File: src/rtl/clock_set_ctrl.sv
// Settable 24-hour BCD clock: two debounced buttons drive a RUN/SET_HR/SET_MIN/SET_SEC
// editor, with a blink phase that requests blanking of the digit pair being edited.

module clock_set_ctrl_debounce #(
  parameter int DEB_CYCLES = 4
) (
  input  logic i_clk,
  input  logic i_rst,
  input  logic i_raw,
  output logic o_press
);

  localparam logic [7:0] LP_LAST = 8'(DEB_CYCLES - 1);

  logic [1:0] r_sync;
  logic       r_deb;
  logic [7:0] r_cnt;
  logic       r_press;

  // Two-flop synchronizer, stability counter and rising-edge event of the debounced level
  always_ff @(posedge i_clk or posedge i_rst) begin
    if (i_rst) begin
      r_sync  <= 2'b00;
      r_deb   <= 1'b0;
      r_cnt   <= 8'd0;
      r_press <= 1'b0;
    end else begin
      r_sync <= {r_sync[0], i_raw};
      if (r_sync[1] != r_deb) begin
        if (r_cnt == LP_LAST) begin
          r_deb   <= r_sync[1];
          r_cnt   <= 8'd0;
          r_press <= r_sync[1];
        end else begin
          r_cnt   <= r_cnt + 8'd1;
          r_press <= 1'b0;
        end
      end else begin
        r_cnt   <= 8'd0;
        r_press <= 1'b0;
      end
    end
  end

  assign o_press = r_press;

endmodule

module clock_set_ctrl #(
  parameter int DEB_CYCLES = 4
) (
  input  logic       clk,
  input  logic       rst,
  input  logic       tick,
  input  logic       btn_mode,
  input  logic       btn_inc,
  output logic [3:0] hr1,
  output logic [3:0] hr0,
  output logic [3:0] min1,
  output logic [3:0] min0,
  output logic [3:0] sec1,
  output logic [3:0] sec0,
  output logic [5:0] blank,
  output logic [1:0] mode
);

  typedef enum logic [1:0] {
    ST_RUN     = 2'd0,
    ST_SET_HR  = 2'd1,
    ST_SET_MIN = 2'd2,
    ST_SET_SEC = 2'd3
  } state_t;

  state_t     r_state;
  logic [7:0] r_hr;
  logic [7:0] r_min;
  logic [7:0] r_sec;
  logic       r_blink;
  logic [5:0] r_blank;
  logic       w_mode_ev;
  logic       w_inc_ev;

  // Increment a {tens,ones} BCD pair in the range 00..59, wrapping to 00
  function automatic logic [7:0] inc_base60(input logic [7:0] v);
    logic [7:0] res;
    if (v[3:0] >= 4'd9) begin
      if (v[7:4] >= 4'd5) begin
        res = 8'h00;
      end else begin
        res = {v[7:4] + 4'd1, 4'd0};
      end
    end else begin
      res = {v[7:4], v[3:0] + 4'd1};
    end
    return res;
  endfunction

  function automatic logic [7:0] inc_hours(input logic [7:0] v);
    logic [7:0] res;
    if (v >= 8'h23) begin
      res = 8'h00;
    end else if (v[3:0] >= 4'd9) begin
      res = {v[7:4] + 4'd1, 4'd0};
    end else begin
      res = {v[7:4], v[3:0] + 4'd1};
    end
    return res;
  endfunction

  function automatic logic [5:0] blank_map(input state_t s, input logic b);
    logic [5:0] res;
    case (s)
      ST_SET_HR:  res = {b, b, 4'b0000};
      ST_SET_MIN: res = {2'b00, b, b, 2'b00};
      ST_SET_SEC: res = {4'b0000, b, b};
      default:    res = 6'b000000;
    endcase
    return res;
  endfunction

  clock_set_ctrl_debounce #(.DEB_CYCLES(DEB_CYCLES)) u_deb_mode (
    .i_clk   (clk),
    .i_rst   (rst),
    .i_raw   (btn_mode),
    .o_press (w_mode_ev)
  );

  clock_set_ctrl_debounce #(.DEB_CYCLES(DEB_CYCLES)) u_deb_inc (
    .i_clk   (clk),
    .i_rst   (rst),
    .i_raw   (btn_inc),
    .o_press (w_inc_ev)
  );

  // Mode FSM, time keeping, editing and blink/blank generation
  always_ff @(posedge clk or posedge rst) begin
    if (rst) begin
      r_state <= ST_RUN;
      r_hr    <= 8'h00;
      r_min   <= 8'h00;
      r_sec   <= 8'h00;
      r_blink <= 1'b0;
      r_blank <= 6'b000000;
    end else begin
      case (r_state)
        ST_RUN: begin
          if (tick) begin
            r_sec <= inc_base60(r_sec);
            if (r_sec == 8'h59) begin
              r_min <= inc_base60(r_min);
              if (r_min == 8'h59) begin
                r_hr <= inc_hours(r_hr);
              end
            end
          end
          if (w_mode_ev) begin
            r_state <= ST_SET_HR;
          end
          r_blink <= 1'b0;
          r_blank <= 6'b000000;
        end
        ST_SET_HR, ST_SET_MIN, ST_SET_SEC: begin
          // A mode press outranks inc; an accepted inc outranks the blink toggle of a tick
          if (w_mode_ev) begin
            r_state <= (r_state == ST_SET_SEC) ? ST_RUN : state_t'(r_state + 2'd1);
            r_blink <= 1'b0;
            r_blank <= 6'b000000;
          end else if (w_inc_ev) begin
            if (r_state == ST_SET_HR) begin
              r_hr <= inc_hours(r_hr);
            end else if (r_state == ST_SET_MIN) begin
              r_min <= inc_base60(r_min);
            end else begin
              r_sec <= inc_base60(r_sec);
            end
            r_blink <= 1'b0;
            r_blank <= 6'b000000;
          end else if (tick) begin
            r_blink <= ~r_blink;
            r_blank <= blank_map(r_state, ~r_blink);
          end else begin
            r_blank <= blank_map(r_state, r_blink);
          end
        end
        default: begin
          r_state <= ST_RUN;
          r_blink <= 1'b0;
          r_blank <= 6'b000000;
        end
      endcase
    end
  end

  assign hr1   = r_hr[7:4];
  assign hr0   = r_hr[3:0];
  assign min1  = r_min[7:4];
  assign min0  = r_min[3:0];
  assign sec1  = r_sec[7:4];
  assign sec0  = r_sec[3:0];
  assign blank = r_blank;
  assign mode  = r_state;

endmodule
File: config.mk
export PLATFORM = sky130hd
export DESIGN_NAME = clock_set_ctrl
export DESIGN_NICKNAME = d
export VERILOG_FILES = /design/src/rtl/clock_set_ctrl.sv
export SDC_FILE = /design/constraint.sdc
export NUM_CORES = 1
export LEC_CHECK = 0
export BUFFER_PORTS_ARGS = -buffer_cell sky130_fd_sc_hd__buf_2
export CAP_MARGIN = 30
export CORE_MARGIN = 3
export CORE_UTILIZATION = 40
export DETAILED_ROUTE_END_ITERATION = 10
export PLACE_DENSITY = 0.57
export SLEW_MARGIN = 20
export SYNTH_ARGS = -nofsm -noshare
export SYNTH_HDL_FRONTEND = slang
export SYNTH_HIERARCHICAL = 1
export SYNTH_SLANG_ARGS = --single-unit
File: constraint.sdc
create_clock -name clk -period 3.1 [get_ports clk]
set_input_delay 0.155 -clock clk [delete_from_list [all_inputs] [get_ports clk]]
set_output_delay 0.155 -clock clk [all_outputs]
set_load 0.02 [all_outputs]
==> results_dict.tcl <==
set metrics [dict create \
    die_height_um 90.5 \
    syn_nets 296 \
    wire_per_inst_um 12.9 \
    grt_pass1_vias 1989 \
    dp_worst_setup_slack_ns 0.738 \
    crit_arrival_ns 2.59 \
    hold-path-endpoint "r_blink" \
    cts-root-buf "clkbuf_8" \
    synth_edf_count 0 \
    drive_gt1_share_pct 20.5 \
    worstMarginPinSlew_ns 0.537 \
    mostFrequentLayoutCell "dfrtp_1" \
    yosysSeqAreaShare_pct 47.3 \
    first_iter_violations 148 \
    hold_class "in -> reg" \
    endpoint_kind "register" \
    rows 30 \
    hp-start "tick" \
    synth_top_family_by_area "simple AND/OR/NAND/NOR gates" \
    switching_share_pct 39.7 \
    yosys.area_share.xor_xnor_pct 2.76 \
    ant_nets 0 \
    tns_ns 0 \
    drc 0 \
    fin_crit_sh_pct 76.7 \
    max-slew-margin-rel_pct 64.2 \
    syn_area_sq_mm 0.00286 \
    start_util_pct 41.6 \
    power_density_mw_per_mm2 651 \
    synth_top_cell_area_share_pct 47.3 \
    synthesis.instances 267 \
    avgSynthCellArea_sq_um 10.7 \
    cts_buffer_depth 2 \
    r2r_cells 6 \
    fin_crit_ns 2.38 \
    die_width_um 90.5 \
    grt_first_pass_wirelength_um 9400 \
    ctsHoldBuffers 3 \
    dieArea_sq_mm 0.00819 \
    ys.flop_type "dfrtp_1" \
    overflow 0 \
    vias_per_cell 5.01 \
    synth_top_area_cell "dfrtp_1" \
    synth_compound_area_share_pct 13.5 \
    area.growth.synth_to_final_pct 14.3 \
    dr.pass1.iters 4 \
    cts_tree "done" \
    crit_type "reg -> reg" \
    intPower_mw 1.28 \
    hpwl_um 3850 \
    wl_um 5260 \
    synth.area.top_cells "dfrtp_1, ha_1, o21ai_0" \
    r2r-end "r_min[4]" \
    insertion_delay_ns 0.31 \
    switchingPower_mw 0.844 \
    yosys_warnings 6 \
    antenna_found_initial 0 \
    whs_path_depth 3 \
    vias 2046 \
    layout_common_cells "dfrtp_1, buf_2, ha_1" \
    maxSlewViolCount 0 \
    gp_congestion 0.739 \
    regToRegSetupSlack_ns 0.72 \
    crit_required_ns 3.31 \
    async_flop_share_pct 100 \
    status "finished clean" \
    comb_power_share_pct 34.9 \
    cap_violations 0 \
    pwr-share-seq_pct 45.3 \
    power.leakage_nw 1.57 \
    pin_count 37 \
    finalInstanceArea_sq_mm 0.00327 \
    nFillCells 650 \
    gr-usage-all-layers_pct 13.8 \
    rsz0062_at_grt "false" \
    power_frac_clock_pct 19.9 \
    htreeDepth 2 \
    clk_transition_reported_paths_ns 0.11 \
    synth_fa_ha_area_share_pct 10.5 \
    placed_cell_area_sq_mm 0.00314 \
    synth_mux_area_share_pct 3.55 \
    max_freq_ghz 0.421 \
    grt_max_degree 31 \
    ys_ff_latch 54 \
    peakVddDrop_mv 0.325 \
    power_mw 2.13 \
    start_kind "register" \
    antenna_cells 0 \
    fin_nets 340 \
    r2r_start "mode[0]" \
    crit_start "mode[0]" \
    port_buffers 36 \
    timing.final.ws_setup_ns 0.722 \
    worst_clock_skew_ns 0.0121 \
    seq_area_sq_mm 0.00135 \
    ys_types 50 \
    cts.sinks 54 \
    yosys.area_share.simple_pct 18.2 \
    multi_input_area_sq_mm 0.00139 \
    cts_inserted_buffers 5 \
    critical_path.max_fanout 8 \
    setup_viol 0 \
    cts_setup_buffers 0 \
    cts_resized 0 \
    hold_violations 0 \
    core_area_sq_mm 0.00687 \
]
[through the flow]
stage	utilization (%)	instances	hold WS, ns
6_report	47.6	408	0.192
5_1_grt	47.6	408	0.205
4_1_cts	47.6	408	0.184
3_5_place_dp	45.7	397	0.215
3_3_place_gp	45.7	397	0.205
2_1_floorplan	-	267	0.0197
[cells in the mapped netlist (2+ instances only)]
| library cell | number |
|---|---|
| nand4_1 | 2 |
| a41oi_1 | 2 |
| o31ai_1 | 4 |
| ha_1 | 24 |
| nor3_1 | 4 |
| a211oi_1 | 2 |
| a21o_1 | 2 |
| a21oi_1 | 11 |
| o21a_1 | 2 |
| xnor2_1 | 4 |
| mux2i_1 | 3 |
| xor2_1 | 5 |
| nor2_1 | 13 |
| and3_1 | 3 |
| nand4b_1 | 4 |
| mux2_4 | 4 |
| dfrtp_1 | 54 |
| nor4_1 | 2 |
| inv_1 | 23 |
| nand2b_1 | 3 |
| or3_1 | 9 |
| nand2_1 | 11 |
| o21ai_1 | 2 |
| buf_4 | 3 |
| nor2b_1 | 3 |
| or3b_2 | 2 |
| o21ai_0 | 18 |
| and2_1 | 8 |
| nand3_1 | 17 |
| nor3b_1 | 3 |
[worst max-delay path: stages (launching register included)]
cell	delay [ns]
dfrtp_1	0.41
inv_1	0.10
ha_1	0.31
or3b_4	0.47
o21a_4	0.16
or3_1	0.49
mux2_4	0.33
[area by class of cell]
type                       instances  area share (%)
multi-input combinational        186            42.4
sequential                        54            41.4
timing repair buffer              41            6.89
tap                               96            3.68
inverter                          23            2.64
clock buffer                       5            2.11
clock inverter                     3           0.881
[worst max path at each step]
stage                    end  slack [ns]  cells past startpoint
floorplan           r_min[4]        0.72                      7
global placement    r_min[7]        0.80                      6
detailed placement  r_min[4]        0.74                      6
CTS                 r_min[4]        0.72                      6
global route        r_sec[6]        0.59                      6
finish              r_min[4]        0.72                      6
[state kept, by name (all words and copies together), names as in the netlist]
| name | cells |
|---|---|
| u_deb_mode/r_cnt | 8 |
| u_deb_mode/r_deb | 1 |
| u_deb_mode/o_press | 1 |
| blank | 3 |
| mode | 2 |
| u_deb_inc/r_sync | 2 |
| r_sec | 8 |
| u_deb_inc/r_cnt | 8 |
| u_deb_inc/r_deb | 1 |
| r_hr | 8 |
| u_deb_mode/r_sync | 2 |
| u_deb_inc/o_press | 1 |
| r_min | 8 |
| r_blink | 1 |
[layer usage]
metal	global-route usage, %	vias up	wire, um
met5	0	-	0
met2	21.6	25	2420
met3	3.17	4	201
met1	19.2	981	2600
met4	3.83	0	33
li1	-	1036	-
[logic make-up after synthesis]
logic type      Yosys count
flops                    54
xor+xnor                  9
compound gates           56
buf+inv                  27
fa+ha+maj                24
simple gates             89
mux                       8
[power by group through the flow]
stage               Sequential, mW  Combinational (mW)  Clock (mW)
finish                       0.963               0.742       0.423
global route                 0.993               0.844       0.473
CTS                          0.965               0.752       0.447
detailed placement           0.979               0.745           0
global placement             0.974               0.741           0
floorplan                     1.04               0.474           0
Note: power is estimated with default switching activity, not from simulation.
